### config.mk
export PLATFORM = sky130hd
export DESIGN_NAME = codec_clkgen_flat
export DESIGN_NICKNAME = d
export VERILOG_FILES = /design/src/rtl/codec_pkg.sv /design/src/rtl/codec_clkgen_if.sv /design/src/rtl/codec_clkgen.sv /design/src/flat_wrapper.sv
export SDC_FILE = /design/constraint.sdc
export NUM_CORES = 1
export LEC_CHECK = 0
export ABC_AREA = 1
export CORE_MARGIN = 1.5
export CORE_UTILIZATION = 60
export DETAILED_ROUTE_END_ITERATION = 16
export HOLD_SLACK_MARGIN = 0.08
export PLACE_DENSITY = 0.8
export SYNTH_ARGS = -nofsm -noshare
export SYNTH_HDL_FRONTEND = slang
export SYNTH_SLANG_ARGS = --single-unit
### constraint.sdc
create_clock -name clk_in -period 4.3 [get_ports clk_in]
set_input_delay 0.86 -clock clk_in [delete_from_list [all_inputs] [get_ports clk_in]]
set_output_delay 0.86 -clock clk_in [all_outputs]
set_load 0.05 [all_outputs]
### src/rtl/codec_pkg.sv
// Shared types and constants for the codec clock generator.
package codec_pkg;

  // Power-up sequence of the codec interface.
  typedef enum logic [1:0] {
    PDN_LOW = 2'd0,
    SETTLE  = 2'd1,
    RUN     = 2'd2
  } codec_seq_t;

  // Frame and bit-clock ratios relative to the 256fs system clock.
  localparam int FS_DIV   = 256;
  localparam int BICK_DIV = 4;

  // Divider geometry derived from the ratios above.
  localparam int DIV_W    = $clog2(FS_DIV);
  localparam int BICK_BIT = $clog2(BICK_DIV) - 1;
  localparam int LRCK_BIT = DIV_W - 1;

  // 100 us power-down hold and 1 ms settle time at 12 MHz.
  localparam int DEF_PDN_LOW_CYCLES = 1200;
  localparam int DEF_SETTLE_CYCLES  = 12000;

endpackage

### src/rtl/codec_clkgen_if.sv
// Control/status bundle between the codec clock generator and the audio core.
interface codec_clkgen_if;

  logic restart_in;
  logic pdn_o;
  logic bick_o;
  logic lrck_o;
  logic sample_stb_o;
  logic ready_o;

  // Clock generator side: takes the restart request, drives codec pins and status.
  modport master (
    input  restart_in,
    output pdn_o,
    output bick_o,
    output lrck_o,
    output sample_stb_o,
    output ready_o
  );

  // Audio core side.
  modport slave (
    output restart_in,
    input  pdn_o,
    input  bick_o,
    input  lrck_o,
    input  sample_stb_o,
    input  ready_o
  );

endinterface

### src/rtl/codec_clkgen.sv
// Codec power-up sequencer and serial clock generator.
//
// state   | meaning
// --------+-------------------------------------------------------------
// PDN_LOW | codec held in power-down, clocks static low, tcnt counts hold
// SETTLE  | pdn released, clocks running, waiting out settle time
// RUN     | clocks running, frame strobe and ready presented to audio core
//
// RUN is entered only on a divider wrap so the first RUN cycle is a frame
// start. Every output comes straight from a flop: no input reaches an output
// without passing through a register.
module codec_clkgen
  import codec_pkg::*;
#(
  parameter int PDN_LOW_CYCLES = DEF_PDN_LOW_CYCLES,
  parameter int SETTLE_CYCLES  = DEF_SETTLE_CYCLES,
  parameter int CNT_W          = 16
) (
  input logic             clk_in,
  input logic             rst_n_in,
  codec_clkgen_if.master  bus
);

  localparam logic [CNT_W-1:0] PDN_LAST    = CNT_W'(PDN_LOW_CYCLES - 1);
  localparam logic [CNT_W-1:0] SETTLE_LAST = CNT_W'(SETTLE_CYCLES - 1);
  localparam logic [CNT_W-1:0] TCNT_ONE    = CNT_W'(1);
  localparam logic [DIV_W-1:0] DIV_LAST    = DIV_W'(FS_DIV - 1);
  localparam logic [DIV_W-1:0] DIV_ONE     = DIV_W'(1);

  codec_seq_t       state, state_nxt;
  logic [CNT_W-1:0] tcnt, tcnt_nxt;
  logic [DIV_W-1:0] div_cnt, div_nxt;
  logic             pdn_q;
  logic             ready_q;
  logic             sample_stb;

  // State, sequencing counter and clock divider registers.
  always_ff @(posedge clk_in or negedge rst_n_in) begin
    if (!rst_n_in) begin
      state   <= PDN_LOW;
      tcnt    <= '0;
      div_cnt <= '0;
    end else begin
      state   <= state_nxt;
      tcnt    <= tcnt_nxt;
      div_cnt <= div_nxt;
    end
  end

  // Next-state logic; restart overrides every terminal-count transition.
  always_comb begin
    state_nxt = state;
    tcnt_nxt  = tcnt;
    div_nxt   = div_cnt;
    if (bus.restart_in) begin
      state_nxt = PDN_LOW;
      tcnt_nxt  = '0;
      div_nxt   = '0;
    end else begin
      case (state)
        PDN_LOW: begin
          div_nxt = '0;
          if (tcnt == PDN_LAST) begin
            state_nxt = SETTLE;
            tcnt_nxt  = '0;
          end else begin
            tcnt_nxt = tcnt + TCNT_ONE;
          end
        end
        SETTLE: begin
          div_nxt = div_cnt + DIV_ONE;
          if (tcnt != SETTLE_LAST) begin
            tcnt_nxt = tcnt + TCNT_ONE;
          end
          if ((tcnt == SETTLE_LAST) && (div_cnt == DIV_LAST)) begin
            state_nxt = RUN;
          end
        end
        RUN: begin
          div_nxt = div_cnt + DIV_ONE;
        end
        default: begin
          state_nxt = PDN_LOW;
          tcnt_nxt  = '0;
          div_nxt   = '0;
        end
      endcase
    end
  end

  // Status flags registered from the next state so they change with the state itself.
  always_ff @(posedge clk_in or negedge rst_n_in) begin
    if (!rst_n_in) begin
      pdn_q      <= 1'b0;
      ready_q    <= 1'b0;
      sample_stb <= 1'b0;
    end else begin
      pdn_q      <= (state_nxt != PDN_LOW);
      ready_q    <= (state_nxt == RUN);
      sample_stb <= (state_nxt == RUN) && (div_nxt == '0);
    end
  end

  assign bus.pdn_o        = pdn_q;
  assign bus.bick_o       = div_cnt[BICK_BIT];
  assign bus.lrck_o       = div_cnt[LRCK_BIT];
  assign bus.sample_stb_o = sample_stb;
  assign bus.ready_o      = ready_q;

endmodule

### src/flat_wrapper.sv
// flat-port wrapper written by rule: the top's interface ports become plain ports
module codec_clkgen_flat import codec_pkg::*;
#(
  parameter int PDN_LOW_CYCLES = DEF_PDN_LOW_CYCLES,
  parameter int SETTLE_CYCLES  = DEF_SETTLE_CYCLES,
  parameter int CNT_W          = 16
)
  (clk_in, rst_n_in, bus_restart_in, bus_pdn_o, bus_bick_o, bus_lrck_o, bus_sample_stb_o, bus_ready_o);
  codec_clkgen_if bus_i ();
  input logic clk_in;
  input logic rst_n_in;
  input wire logic [$bits(bus_i.restart_in)-1:0] bus_restart_in;
  output wire logic [$bits(bus_i.pdn_o)-1:0] bus_pdn_o;
  output wire logic [$bits(bus_i.bick_o)-1:0] bus_bick_o;
  output wire logic [$bits(bus_i.lrck_o)-1:0] bus_lrck_o;
  output wire logic [$bits(bus_i.sample_stb_o)-1:0] bus_sample_stb_o;
  output wire logic [$bits(bus_i.ready_o)-1:0] bus_ready_o;
  assign bus_i.restart_in = bus_restart_in;
  assign bus_pdn_o = bus_i.pdn_o;
  assign bus_bick_o = bus_i.bick_o;
  assign bus_lrck_o = bus_i.lrck_o;
  assign bus_sample_stb_o = bus_i.sample_stb_o;
  assign bus_ready_o = bus_i.ready_o;
  codec_clkgen #(.PDN_LOW_CYCLES(PDN_LOW_CYCLES), .SETTLE_CYCLES(SETTLE_CYCLES), .CNT_W(CNT_W)) u_core (.clk_in(clk_in), .rst_n_in(rst_n_in), .bus(bus_i));
endmodule
; After elaboration in Yosys (flattened, before gate mapping)
; Cells that the tools add are included.
[totals]
ff_bits = 29
out_inout_bits = 5
wordCells = 34
[classes]
add_sub_neg = 2
eq_ne = 9
muxes = 10
n_reduce_logical = 7
[op_table]
columns = cell, count
row1 = 16-bit 2-to-1 mux, 3
row2 = 16-bit one-hot mux with 3 select lines, 1
row3 = "16-bit by 1-bit adder with 16-bit output, second input constant", 1
row4 = "16-bit by 11-bit equality test with 1-bit output, second input constant", 1
row5 = "16-bit by 14-bit equality test with 1-bit output, second input constant", 1
row6 = 8-bit 2-to-1 mux, 2
row7 = "16-bit by 14-bit != test with 1-bit output, second input constant", 1
row8 = "8-bit by 1-bit adder with 8-bit output, second input constant", 1
row9 = "8-bit equality test, second input constant", 1
row10 = 8-bit zero test, 1
row11 = 2-bit 2-to-1 mux, 3
row12 = 2-bit one-hot mux with 3 select lines, 1
row13 = "2-bit equality test, second input constant", 2
row14 = "3-bit by 2-bit != test with 1-bit output, second input constant", 1
row15 = "2-bit by 1-bit equality test with 1-bit output, second input constant", 1
row16 = 1-bit logical AND, 2
row17 = 2-bit zero test, 1
row18 = "2-bit != test, second input constant", 1
row19 = 2-bit AND reduction, 1
row20 = 2-bit nonzero test, 1
row21 = 2-bit OR reduction, 1

; Logic depth before layout (Yosys ltp)
; Gate-level depths: netlist (run 1).
[depth]
ltp_word = 7
mapped_depth = 12
ltp_nobuf = 11

; Least setup slack after synthesis (run 1)
; No wires, ideal clock.
[synth_timing]
kind = reg-to-reg
startpoint = reg u_core.div_cnt[1]
endpoint = reg u_core.sample_stb, in the netlist u_core.bus.sample_stb_o
setup_time_ns = 0.072
arrival_ns = 1.605
slack_ns = 2.623
stages_incl_launch_ff = 10
path_buffers = 0
synth_period_minus_slack_ns = 1.677
path_cell_list = dfrtp_1 ha_1 nand3_1 nor3_1 nand3_1 nand2_1 nand2_1 nand2_1 nand3_1 nor2_1
[synth_between]
elab_chain_cells = 7
word_cells_on_any_way = 11
cone_classes = add/sub: 1 / eq/ne: 2 / mux: 5 / reduce/logical: 3
[synth_lines]
columns = element, line
row1 = "start, declared", codec_clkgen.sv:32  ; logic [DIV_W-1:0] div_cnt, div_nxt;
row2 = "start signal, assigned", codec_clkgen.sv:46  ; div_cnt <= div_nxt;
row3 = branches (longest 6 deep; another with 8-bit by 1-bit adder with 8-bit output), -
row4 = 1-bit logical AND (*), codec_clkgen.sv:100  ; sample_stb <= (state_nxt == RUN) && (div_nxt == '0);
row5 = "end signal, assigned", codec_clkgen.sv:100
row6 = "end, declared", codec_clkgen.sv:35  ; logic sample_stb;
; Every way passes the cells marked *.
; A chain may end at the register's enable or synchronous reset.

; Final worst setup path (run 1)
[layout_timing]
startpoint = reg u_core.div_cnt[7]
endpoint = out bus_lrck_o
[layout_rtl]
columns = element, line
row1 = "end, declared", flat_wrapper.sv:15  ; output wire logic [$bits(bus_i.lrck_o)-1:0] bus_lrck_o;
; No word-level cell between the ends.

==> results by group, run 1 <==
Placed design
  – RD Place Congestion: 0.918
  – HPWL after detailed placement: 3.31 mm
  – Instance area after placement: 2130 sq um
  – Port Buf Inserts: 7

Worst setup path
  – Cell chain of the critical path: clkdlybuf4s50_1
  – Critical Path Source: u_core.div_cnt[7]
  – Arrival time of the worst setup path: 1540 ps
  – Element type at the critical path end: output pin
  – Startpoint of the lowest-slack register-to-register path: u_core.tcnt[0]
  – Startpoint-to-endpoint class of the critical path: flop to output pin
  – Critical Path End: bus_lrck_o
  – R2R Setup Slk: 2440 ps
  – Critical path startpoint category: flop
  – Capture point of the worst reg-to-reg path: u_core.tcnt[10]
  – Critical path's largest stage delay: 820 ps
  – Number of logic stages on the critical path including buffering: 1
  – Number of buffer and inverter stages on the critical path: 1
  – Worst path top cell family by delay: buffers and inverters
  – Required arrival time at the worst endpoint: 3440 ps
  – Depth of the worst register-to-register path: 8
  – Critical Path Slowest Stage Cell: sky130_fd_sc_hd__clkdlybuf4s50_1
  – Biggest fanout along the worst timing path: 4

Final layout
  – Final instance area: 2180 sq um
  – Nets: 322
  – Total of fill cells in the finished design: 286
  – Number of inserted diodes: 0
  – Area of the multi-input gates: 1090 sq um
  – Area taken by flip-flops and latches: 726 sq um
  – P&R area growth vs syn: 8.13%
  – Commonest non-fill, non-tap cells in the layout: sky130_fd_sc_hd__nand2_1 (85), sky130_fd_sc_hd__nand3_1 (41), sky130_fd_sc_hd__inv_1 (38)
  – Share of layout cells above drive strength 1: 10.2%
  – Most common cell after layout, fill and taps aside: sky130_fd_sc_hd__nand2_1

Logic synthesis
  – Gate Count Post-Synth: 301
  – Distinct cell type count after synthesis: 29
  – Count of flip-flops with a built-in enable after synthesis: 0
  – Syn_area_per_cell: 6.70 sq um
  – Yosys warning total: 0
  – Synth Register Bits: 29
  – Fraction of registers with async set/reset: 100%
  – Total nets after synthesis: 310
  – Primary flip-flop cell chosen by synthesis mapping: sky130_fd_sc_hd__dfrtp_1
  – Cell area after technology mapping: 2020 sq um
  – Register area share after synthesis: 36.0%

Floorplan
  – Die Y-Extent: 61.0 um
  – I/O pin count: 8
  – Num rows: 20
  – Core area: 3130 sq um
  – Die Wd: 61.0 um
  – Die Footprint: 3720 sq um
  – Effective utilization at floorplan: 64.4%

Timing
  – Final period util: 55.9%
  – Highest achievable clock rate: 416 MHz
  – Final Slew Violations: 0
  – RSZ-0062 raised after global routing: false
  – Remaining max-slew budget at the tightest pin: 66.6%
  – Final setup TNS: 0 ps
  – Least-Margin Pin Slew: 500 ps
  – Endpoints failing hold: 0
  – Final Setup Violations: 0
  – Clock skew: 11.1 ps
  – Final critical path time including I/O delays and setup: 2400 ps

Global route
  – Pin count of the biggest net entering global routing: 30
  – Global-route wire length before repair: 7.70 mm
  – Total routing usage reported by global routing: 27.8%
  – Antenna violations before repair: 0
  – Remaining Overflow, GRT: 0
  – Vias in the first global route: 1,712

Pwr
  – Leakage: 1.14 nW
  – Part of the total power dissipated in the clock network: 34.5%
  – Seq pwr share: 61.4%
  – NetSw: 0.110 mW
  – Ratio of total power to cell area: 208 nW/um^2
  – Part of the power in combinational logic: 4.1%
  – Largest vdd supply drop: 182 uV
  – Switching share of total power: 24.3%
  – Internal power consumption: 0.343 mW

Clock network
  – CTS tree: built
  – Number of buffers between clock root and the deepest sink: 2
  – Hold-fix buffers at CTS: 0
  – Inserted Clock Buffers: 5
  – Clock root buffer: sky130_fd_sc_hd__clkbuf_4
  – Clock latency on the worst-skew pair: 330 ps
  – Number of post-CTS setup repair buffers: 0
  – CTS clk-pin slew, worst paths: 90 ps
  – TritonCTS Sinks: 29
  – Number of gates resized after cts: 0
  – CTS HTree Levels: 2

Detailed routing
  – Per-cell via count in the routed design: 5.40
  – Post-detailed-routing wire length: 4.40 mm
  – DRT antenna net count: 0
  – Total vias in the final route: 1,934
  – Pre-Repair DR Iteration Count: 4
  – Routed wire length per instance: 12.3 um
  – DRC viols: 0
  – Initial detailed-routing violation count: 185

Min path
  – Type of the worst min-delay path: flop to flop
  – Hold Path Depth: 1

Job
  – Maximum Capacitance Violations: 0

Outcome
  – Run status: finished, final reports clean
[routing by layer]
layer	up-vias	global-route usage (%)	part of all wire (%)
li1	988	-	-
met1	869	42.0	51
met2	71	40.4	41
met3	6	5.97	6.8
met4	0	7.14	1.1
met5	-	0	0
[area by class of cell]
| class | count | share of cell area (%) |
|---|---|---|
| clock inverter | 2 | 0.459 |
| inverter | 49 | 8.44 |
| multi-input combinational | 220 | 49.8 |
| clock buffer | 6 | 1.89 |
| tap | 44 | 2.53 |
| timing repair buffer | 8 | 3.56 |
| sequential | 29 | 33.3 |
[worst register-to-register path: cells and delay by family, from the launching register on]
| family | cells | cell delay [ps] |
|---|---|---|
| fa+ha+maj | 1 | 250 |
| compound gates | 1 | 340 |
| simple gates | 6 | 720 |
| flops | 1 | 430 |
[through the flow]
step | total power [mW] | std cells | setup WS (ps) | hold slack [ps] | utilization [%]
global route | 0.471 | 358 | 1840 | 541 | 69.7
global placement | 0.301 | 350 | 1880 | 497 | 68.0
detailed placement | 0.302 | 350 | 1860 | 495 | 68.0
CTS | 0.457 | 358 | 1880 | 506 | 69.7
finish | 0.453 | 358 | 1900 | 502 | 69.7
floorplan | 0.291 | 301 | 2620 | 463 | -
[worst min path at each step]
stage	from	endpoint	slack (ps)
final	u_core.div_cnt[0]	u_core.div_cnt[0]	500
after floorplan	u_core.div_cnt[0]	u_core.div_cnt[0]	460
after CTS	u_core.div_cnt[0]	u_core.div_cnt[0]	510
after detailed placement	u_core.div_cnt[0]	u_core.div_cnt[0]	500
after global placement	u_core.div_cnt[0]	u_core.div_cnt[0]	500
after global routing	u_core.div_cnt[0]	u_core.div_cnt[0]	540
[flip-flops by register name, indices dropped and copies added, names as in the netlist]
register	flops
u_core.bus.pdn_o	1
u_core.state	2
u_core.bus.sample_stb_o	1
u_core.div_cnt	8
u_core.bus.ready_o	1
u_core.tcnt	16
[logic make-up (layout without fill, tap and decap cells)]
family	Yosys count	after routing	synth area share, %
AND/OR/NAND/NOR	192	192	43.9
buffers and inverters	52	65	10.1
flip-flops	29	29	36.0
AO/OA/AOI/OAI	20	20	5.40
adder cells (fa/ha/maj)	6	6	3.72
XOR/XNOR	2	2	0.869
[power by group through the flow]
stage / Sequential (mW) / Clock, mW / Combinational, mW
6_report: 0.278 / 0.156 / 0.0187
5_1_grt: 0.278 / 0.171 / 0.0212
4_1_cts: 0.278 / 0.161 / 0.0189
3_5_place_dp: 0.283 / 0 / 0.0188
3_3_place_gp: 0.283 / 0 / 0.0184
2_1_floorplan: 0.282 / 0 / 0.00869
[synthesized netlist by cell type (2+ instances only)]
cell,count,share of area [%]
sky130_fd_sc_hd__o21a_1,2,0.74
sky130_fd_sc_hd__nor2_1,36,6.7
sky130_fd_sc_hd__a21oi_1,8,2.0
sky130_fd_sc_hd__nor3_1,3,0.74
sky130_fd_sc_hd__nand2_2,2,0.62
sky130_fd_sc_hd__dfrtp_1,29,36
sky130_fd_sc_hd__o21ai_1,7,1.7
sky130_fd_sc_hd__nor2_2,4,1.2
sky130_fd_sc_hd__xor2_1,2,0.87
sky130_fd_sc_hd__inv_1,38,7.1
sky130_fd_sc_hd__nor3_2,2,0.99
sky130_fd_sc_hd__nand3_1,41,10
sky130_fd_sc_hd__ha_1,6,3.7
sky130_fd_sc_hd__inv_2,10,1.9
sky130_fd_sc_hd__nand4_1,12,3.7
sky130_fd_sc_hd__nor2_4,2,1.1
sky130_fd_sc_hd__nand2_1,85,16
(Power assumes the default switching activity.)
==> inputs of run 2 (changes only) <==
Settings changed: CORE_UTILIZATION 60 to 55, PLACE_DENSITY 0.8 to 0.77.
Clock period 4.3 ns to 2.03 ns, I/O delays scaled along.
==> run 2 against run 1 <==
  * Critical path type unchanged
  * Largest power group unchanged
  * First-iteration DRC count down 9.7%
  * Critical path depth unchanged
  * Highest routed layer unchanged
  * Largest cell class unchanged
  * Hold slack lost 66 ps
==> results by group, run 2 (synthesis gave the netlist of run 1 again) <==
Outcome
  – Run status: finished, final reports clean

Detailed routing
  – Pre-Repair DR Iteration Count: 4 (unchanged)
  – DRT antenna net count: 0 (unchanged)
  – Total vias in the final route: 1,887 (-2.4%)
  – Routed wire length per instance: 12.3 um (+0.51%)
  – Per-cell via count in the routed design: 5.21 (-3.5%)
  – Initial detailed-routing violation count: 167 (-9.7%)
  – DRC viols: 0 (unchanged)
  – Post-detailed-routing wire length: 4.47 mm (+1.6%)

Timing
  – Final critical path time including I/O delays and setup: 1970 ps
  – Final Slew Violations: 0 (unchanged)
  – Final setup TNS: 0 ps (unchanged)
  – RSZ-0062 raised after global routing: false
  – Final period util: 97.0%
  – Final Setup Violations: 0 (unchanged)
  – Clock skew: 10.8 ps (-0.327 ps)
  – Highest achievable clock rate: 508 MHz
  – Least-Margin Pin Slew: 498 ps (-1.83 ps)
  – Remaining max-slew budget at the tightest pin: 66.7% (+0.12 points)
  – Endpoints failing hold: 0 (unchanged)

Floorplan
  – Die Wd: 63.5 um (+4.2%)
  – Die Footprint: 4040 sq um (+8.6%)
  – Effective utilization at floorplan: 59.0% (-5.4 points)
  – Die Y-Extent: 63.5 um (+4.2%)
  – Core area: 3420 sq um (+9.2%)
  – Num rows: 21 (+5.0%)
  – I/O pin count: 8 (unchanged)

Final layout
  – Nets: 324 (+0.62%)
  – Post-layout instance count excluding filler cells: 362 (+1.1%)
  – Largest register FFs: 16 (unchanged)
  – Commonest non-fill, non-tap cells in the layout: sky130_fd_sc_hd__nand2_1 (85), sky130_fd_sc_hd__nand3_1 (41), sky130_fd_sc_hd__inv_1 (38)
  – Total of fill cells in the finished design: 330 (+15%)
  – P&R area growth vs syn: 9.00%
  – Most common cell after layout, fill and taps aside: sky130_fd_sc_hd__nand2_1
  – Registers with the highest flip-flop counts: u_core.tcnt (16), u_core.div_cnt (8), u_core.state (2)
  – Fraction of the core area covered by cells at the end of the flow: 64.3% (-5.4 points)
  – Final instance area: 2200 sq um (+0.80%)
  – Area of the multi-input gates: 1090 sq um (unchanged)
  – Area taken by flip-flops and latches: 726 sq um (unchanged)
  – Number of inserted diodes: 0 (unchanged)
  – Largest reg by FF count: u_core.tcnt
  – Share of layout cells above drive strength 1: 10.8% (+0.57 points)

Pwr
  – Ratio of total power to cell area: 439 nW/um^2 (+110%)
  – Switching share of total power: 24.7% (+0.38 points)
  – Part of the power in combinational logic: 4.2% (about the same)
  – Final Power: 0.965 mW (+110%)
  – Leakage: 1.15 nW (+0.78%)
  – Largest vdd supply drop: 341 uV (+88%)
  – Internal power consumption: 0.727 mW (+110%)
  – NetSw: 0.238 mW (+120%)
  – Part of the total power dissipated in the clock network: 34.9% (+0.4 points)
  – Seq pwr share: 61.0% (-0.4 points)

Worst setup path
  – Arrival time of the worst setup path: 1560 ps (+20 ps)
  – Required arrival time at the worst endpoint: 1620 ps (-1820 ps)
  – Number of buffer and inverter stages on the critical path: 1 (unchanged)
  – Startpoint-to-endpoint class of the critical path: flop to output pin
  – Element type at the critical path end: output pin
  – Worst path top cell family by delay: buffers and inverters
  – Critical path's largest stage delay: 820 ps (about the same)
  – Critical path startpoint category: flop
  – Critical Path Slowest Stage Cell: sky130_fd_sc_hd__clkdlybuf4s50_1
  – Biggest fanout along the worst timing path: 4 (unchanged)
  – Cell chain of the critical path: clkdlybuf4s50_1

Clock network
  – Clock root buffer: sky130_fd_sc_hd__clkbuf_4
  – Number of buffers between clock root and the deepest sink: 2 (unchanged)
  – TritonCTS Sinks: 29 (unchanged)
  – CTS clk-pin slew, worst paths: 100 ps (about the same)
  – Clock latency on the worst-skew pair: 340 ps (about the same)
  – Number of gates resized after cts: 0 (unchanged)
  – Inserted Clock Buffers: 5 (unchanged)
  – Hold-fix buffers at CTS: 0 (unchanged)
  – CTS HTree Levels: 2 (unchanged)
  – CTS tree: built
  – Number of post-CTS setup repair buffers: 0 (unchanged)

Placed design
  – Port Buf Inserts: 7 (unchanged)
  – HPWL after detailed placement: 3.41 mm (+2.9%)
  – Instance area after placement: 2150 sq um (+0.82%)
  – Number of placed cells counting well taps: 354 (+1.1%)
  – RD Place Congestion: 0.923 (+0.54%)

Global route
  – Remaining Overflow, GRT: 0 (unchanged)
  – Global-route wire length before repair: 7.97 mm (+3.5%)
  – Antenna violations before repair: 0 (unchanged)
  – Pin count of the biggest net entering global routing: 30 (unchanged)
  – Total routing usage reported by global routing: 25.1% (-2.7 points)
  – Vias in the first global route: 1,801 (+5.2%)

Job
  – Maximum Capacitance Violations: 0 (unchanged)

Min path
  – Type of the worst min-delay path: input pin to asynchronous set/reset pin
[run 2: changes by cell type in the layout (fill, tap and decap cells not counted), sizes merged]
cell | previous run | this run
buf | 1 | 3
[run 2: worst paths after layout]
| path | slack (ps) | from | cells after the start | endpoint |
|---|---|---|---|---|
| worst max-delay path | 60 | u_core.div_cnt[1] | 1 | bus_bick_o |
| worst min-delay path | 440 | rst_n_in | 2 | u_core.tcnt[12] |
| worst max register to register | 200 | u_core.tcnt[0] | 10 | u_core.tcnt[14] |
| worst min register to register | 500 | u_core.div_cnt[0] | 1 | u_core.div_cnt[0] |
| max in group asynchronous | 1310 | rst_n_in | 2 | u_core.div_cnt[3] |
| min in group clk_in | 500 | u_core.div_cnt[0] | 1 | u_core.div_cnt[0] |
[run 2: area by class of cell]
cell class              count  area share, %
flip-flops and latches     29           33.0
multi-input cells         220           49.4
inverters                  49           8.37
well taps                  46           2.62
clock inverters             2          0.456
clock buffers               6           1.88
repair buffers             10           4.21
[run 2: per-layer routing]
layer,wire [um],global-route usage [%],vias to the layer above
met5,0,0,-
li1,-,-,985
met1,2040,32.4,852
met4,83,8.70,0
met2,2140,41.1,40
met3,204,6.07,10
[run 2: stage by stage]
stage                     setup WS (ps)  hold WS [ps]
after floorplan                     353           110
after global placement              227           482
after detailed placement            195           494
after CTS                          41.9           448
after global routing               19.7           497
final                              60.5           436
[run 2: power groups by stage]
| stage | combinational, mW | sequential, mW | clock, mW |
|---|---|---|---|
| 2_1_floorplan | 0.0184 | 0.598 | 0 |
| 3_3_place_gp | 0.0413 | 0.600 | 0 |
| 3_5_place_dp | 0.0410 | 0.600 | 0 |
| 4_1_cts | 0.0411 | 0.588 | 0.348 |
| 5_1_grt | 0.0473 | 0.589 | 0.371 |
| 6_report | 0.0403 | 0.588 | 0.336 |
==> inputs of run 3 (changes only) <==
Settings changed: CORE_MARGIN 1.5 to 1, CTS_CLUSTER_SIZE from default to 14, REMOVE_ABC_BUFFERS from default to 1.
==> run 3 against run 2 <==
  * Clock power is 20% higher
  * Register-to-register slack better by 80 ps
  * Total power rose by 7.1%
  * Hold slack gained 7.3 ps
  * Cell count shrank 0.28%
  * Die area shrank 3.1%
  * Sequential cell count unchanged
  * Wire length rose by 0.20%
  * Critical path depth unchanged
  * Non-clock buffer count decreased by 1
  * Core utilization increased by 0.48 points
  * Global-route usage rose by 0.44 points
  * Critical endpoint is now bus_lrck_o
  * Largest cell class unchanged
==> results by group, run 3 (synthesis gave the netlist of run 1 again) <==
Timing
  – Highest achievable clock rate: 513 MHz (+0.99%)
  – Clock skew: 4.18 ps (-6.61 ps)
  – Final period util: 96.1% (-0.95 points)
  – Final Setup Violations: 0 (unchanged)
  – Final setup TNS: 0 ps (unchanged)
  – Final critical path time including I/O delays and setup: 1950 ps (-19.3 ps)
  – Final Slew Violations: 0 (unchanged)
  – Worst slack on hold paths: 443 ps (+7.29 ps)
  – RSZ-0062 raised after global routing: false
  – Least-Margin Pin Slew: 496 ps (-1.80 ps)
  – Endpoints failing hold: 0 (unchanged)
  – Remaining max-slew budget at the tightest pin: 66.8% (+0.12 points)

Worst setup path
  – Required arrival time at the worst endpoint: 1620 ps (about the same)
  – Worst path top cell family by delay: buffers and inverters
  – Element type at the critical path end: output pin
  – Critical Path Slowest Stage Cell: sky130_fd_sc_hd__clkdlybuf4s50_1
  – Arrival time of the worst setup path: 1540 ps (-20 ps)
  – Biggest fanout along the worst timing path: 4 (unchanged)
  – Critical path startpoint category: flop
  – R2R Setup Slk: 280 ps (+80 ps)
  – Cell chain of the critical path: clkdlybuf4s50_1
  – Number of buffer and inverter stages on the critical path: 1 (unchanged)
  – Startpoint-to-endpoint class of the critical path: flop to output pin
  – Critical path's largest stage delay: 810 ps (about the same)

Detailed routing
  – Met1 WL: 2.29 mm (+12%)
  – Uppermost metal layer occupied by signal nets: met4
  – Routed wl met2: 1.88 mm (-12%)
  – DRC viols: 0 (unchanged)
  – Total vias in the final route: 1,913 (+1.4%)
  – Initial detailed-routing violation count: 162 (-3.0%)
  – Pre-Repair DR Iteration Count: 5 (+1)
  – Per-cell via count in the routed design: 5.30 (+1.7%)
  – Routed wire length per instance: 12.4 um (+0.48%)
  – Post-detailed-routing wire length: 4.48 mm (+0.20%)
  – DRT antenna net count: 0 (unchanged)
  – Met3 WL post-DR: 264 um (+29%)

Pwr
  – NetSw: 0.237 mW (-0.44%)
  – Ratio of total power to cell area: 467 nW/um^2 (+6.3%)
  – Internal power consumption: 0.796 mW (+9.5%)
  – Leakage: 1.15 nW (+0.44%)
  – Part of the power in combinational logic: 3.9% (-0.3 points)
  – Largest vdd supply drop: 366 uV (+7.1%)
  – Part of the total power dissipated in the clock network: 39.1% (+4.2 points)
  – Seq pwr share: 56.9% (-4.1 points)
  – Final Power: 1.03 mW (+7.1%)
  – Switching share of total power: 22.9% (-1.7 points)

Floorplan
  – Num rows: 21 (unchanged)
  – Die Footprint: 3910 sq um (-3.1%)
  – Effective utilization at floorplan: 59.0% (unchanged)
  – Core area: 3420 sq um (unchanged)
  – Die Y-Extent: 62.5 um (-1.6%)
  – Die Wd: 62.5 um (-1.6%)
  – I/O pin count: 8 (unchanged)

Clock network
  – TritonCTS Sinks: 29 (unchanged)
  – Number of post-CTS setup repair buffers: 0 (unchanged)
  – Number of buffers between clock root and the deepest sink: 2 (unchanged)
  – CTS HTree Levels: 2 (unchanged)
  – Clock latency on the worst-skew pair: 330 ps (about the same)
  – CTS clk-pin slew, worst paths: 90 ps (about the same)
  – Clock root buffer: sky130_fd_sc_hd__clkbuf_4
  – Inserted Clock Buffers: 5 (unchanged)
  – CTS tree: built
  – Hold-fix buffers at CTS: 0 (unchanged)

Final layout
  – Number of inserted diodes: 0 (unchanged)
  – Most common cell after layout, fill and taps aside: sky130_fd_sc_hd__nand2_1
  – Final instance area: 2210 sq um (+0.74%)
  – Commonest non-fill, non-tap cells in the layout: sky130_fd_sc_hd__nand2_1 (85), sky130_fd_sc_hd__nand3_1 (41), sky130_fd_sc_hd__inv_1 (38)
  – Largest register FFs: 16 (unchanged)
  – P&R area growth vs syn: 9.81%
  – Largest reg by FF count: u_core.tcnt
  – Nets: 323 (-0.31%)
  – Total of fill cells in the finished design: 313 (-5.2%)
  – Share of layout cells above drive strength 1: 11.4% (+0.67 points)
  – Fraction of the core area covered by cells at the end of the flow: 64.8% (+0.48 points)
  – Registers with the highest flip-flop counts: u_core.tcnt (16), u_core.div_cnt (8), u_core.state (2)

Min path
  – Type of the worst min-delay path: input pin to asynchronous set/reset pin

Global route
  – Vias in the first global route: 1,742 (-3.3%)
  – Antenna violations before repair: 0 (unchanged)
  – Global-route wire length before repair: 7.86 mm (-1.4%)
  – Pin count of the biggest net entering global routing: 30 (unchanged)
  – Total routing usage reported by global routing: 25.5% (+0.44 points)
  – Remaining Overflow, GRT: 0 (unchanged)

Placed design
  – Instance area after placement: 2140 sq um (-0.35%)
  – HPWL after detailed placement: 3.36 mm (-1.4%)
  – Port Buf Inserts: 7 (unchanged)
  – RD Place Congestion: 0.928 (+0.54%)

Job
  – Maximum Capacitance Violations: 0 (unchanged)

Outcome
  – Run status: finished, final reports clean
-- run 3: through the flow --
step,setup slack [ps],cells
global route,35.2,361
detailed placement,154,353
global placement,209,353
finish,79.8,361
floorplan,353,298
CTS,74.9,361
-- run 3: power groups by stage --
stage	logic [mW]	clock network [mW]	registers, mW
global route	0.0488	0.432	0.590
floorplan	0.0178	0	0.598
detailed placement	0.0414	0	0.599
global placement	0.0406	0	0.599
CTS	0.0410	0.413	0.588
finish	0.0406	0.404	0.588
-- run 3: path summary, 6_finish.rpt --
path                                   start  cells past startpoint                 to
max in group asynchronous           rst_n_in                      2     u_core.tcnt[0]
setup / recovery           u_core.div_cnt[7]                      1         bus_lrck_o
hold / removal                      rst_n_in                      2     u_core.tcnt[3]
hold reg to reg            u_core.div_cnt[0]                      1  u_core.div_cnt[0]
setup reg to reg             u_core.state[1]                      7     u_core.tcnt[2]
min in group clk_in        u_core.div_cnt[0]                      1  u_core.div_cnt[0]
-- run 3: per-layer routing --
| metal | vias to the layer above | track usage (%) |
|---|---|---|
| met4 | 0 | 8.14 |
| met3 | 6 | 5.11 |
| met5 | - | 0 |
| met1 | 870 | 37.9 |
| li1 | 985 | - |
| met2 | 52 | 37.1 |
-- run 3: timing repair --
action,4_1_cts,5_1_grt
resized for setup,0,2
endpoints found under the hold margin,0,0
setup endpoints to repair,0,3
-- run 3: area by class of cell --
| type | count | area [sq um] | area share (%) |
|---|---|---|---|
| clock inverter | 1 | 5.00 | 0.226 |
| tap | 46 | 57.6 | 2.60 |
| multi-input combinational | 220 | 1090 | 49.2 |
| timing repair buffer | 9 | 85.1 | 3.84 |
| inverter | 49 | 184 | 8.31 |
| sequential | 29 | 727 | 32.8 |
| clock buffer | 7 | 65.1 | 2.94 |
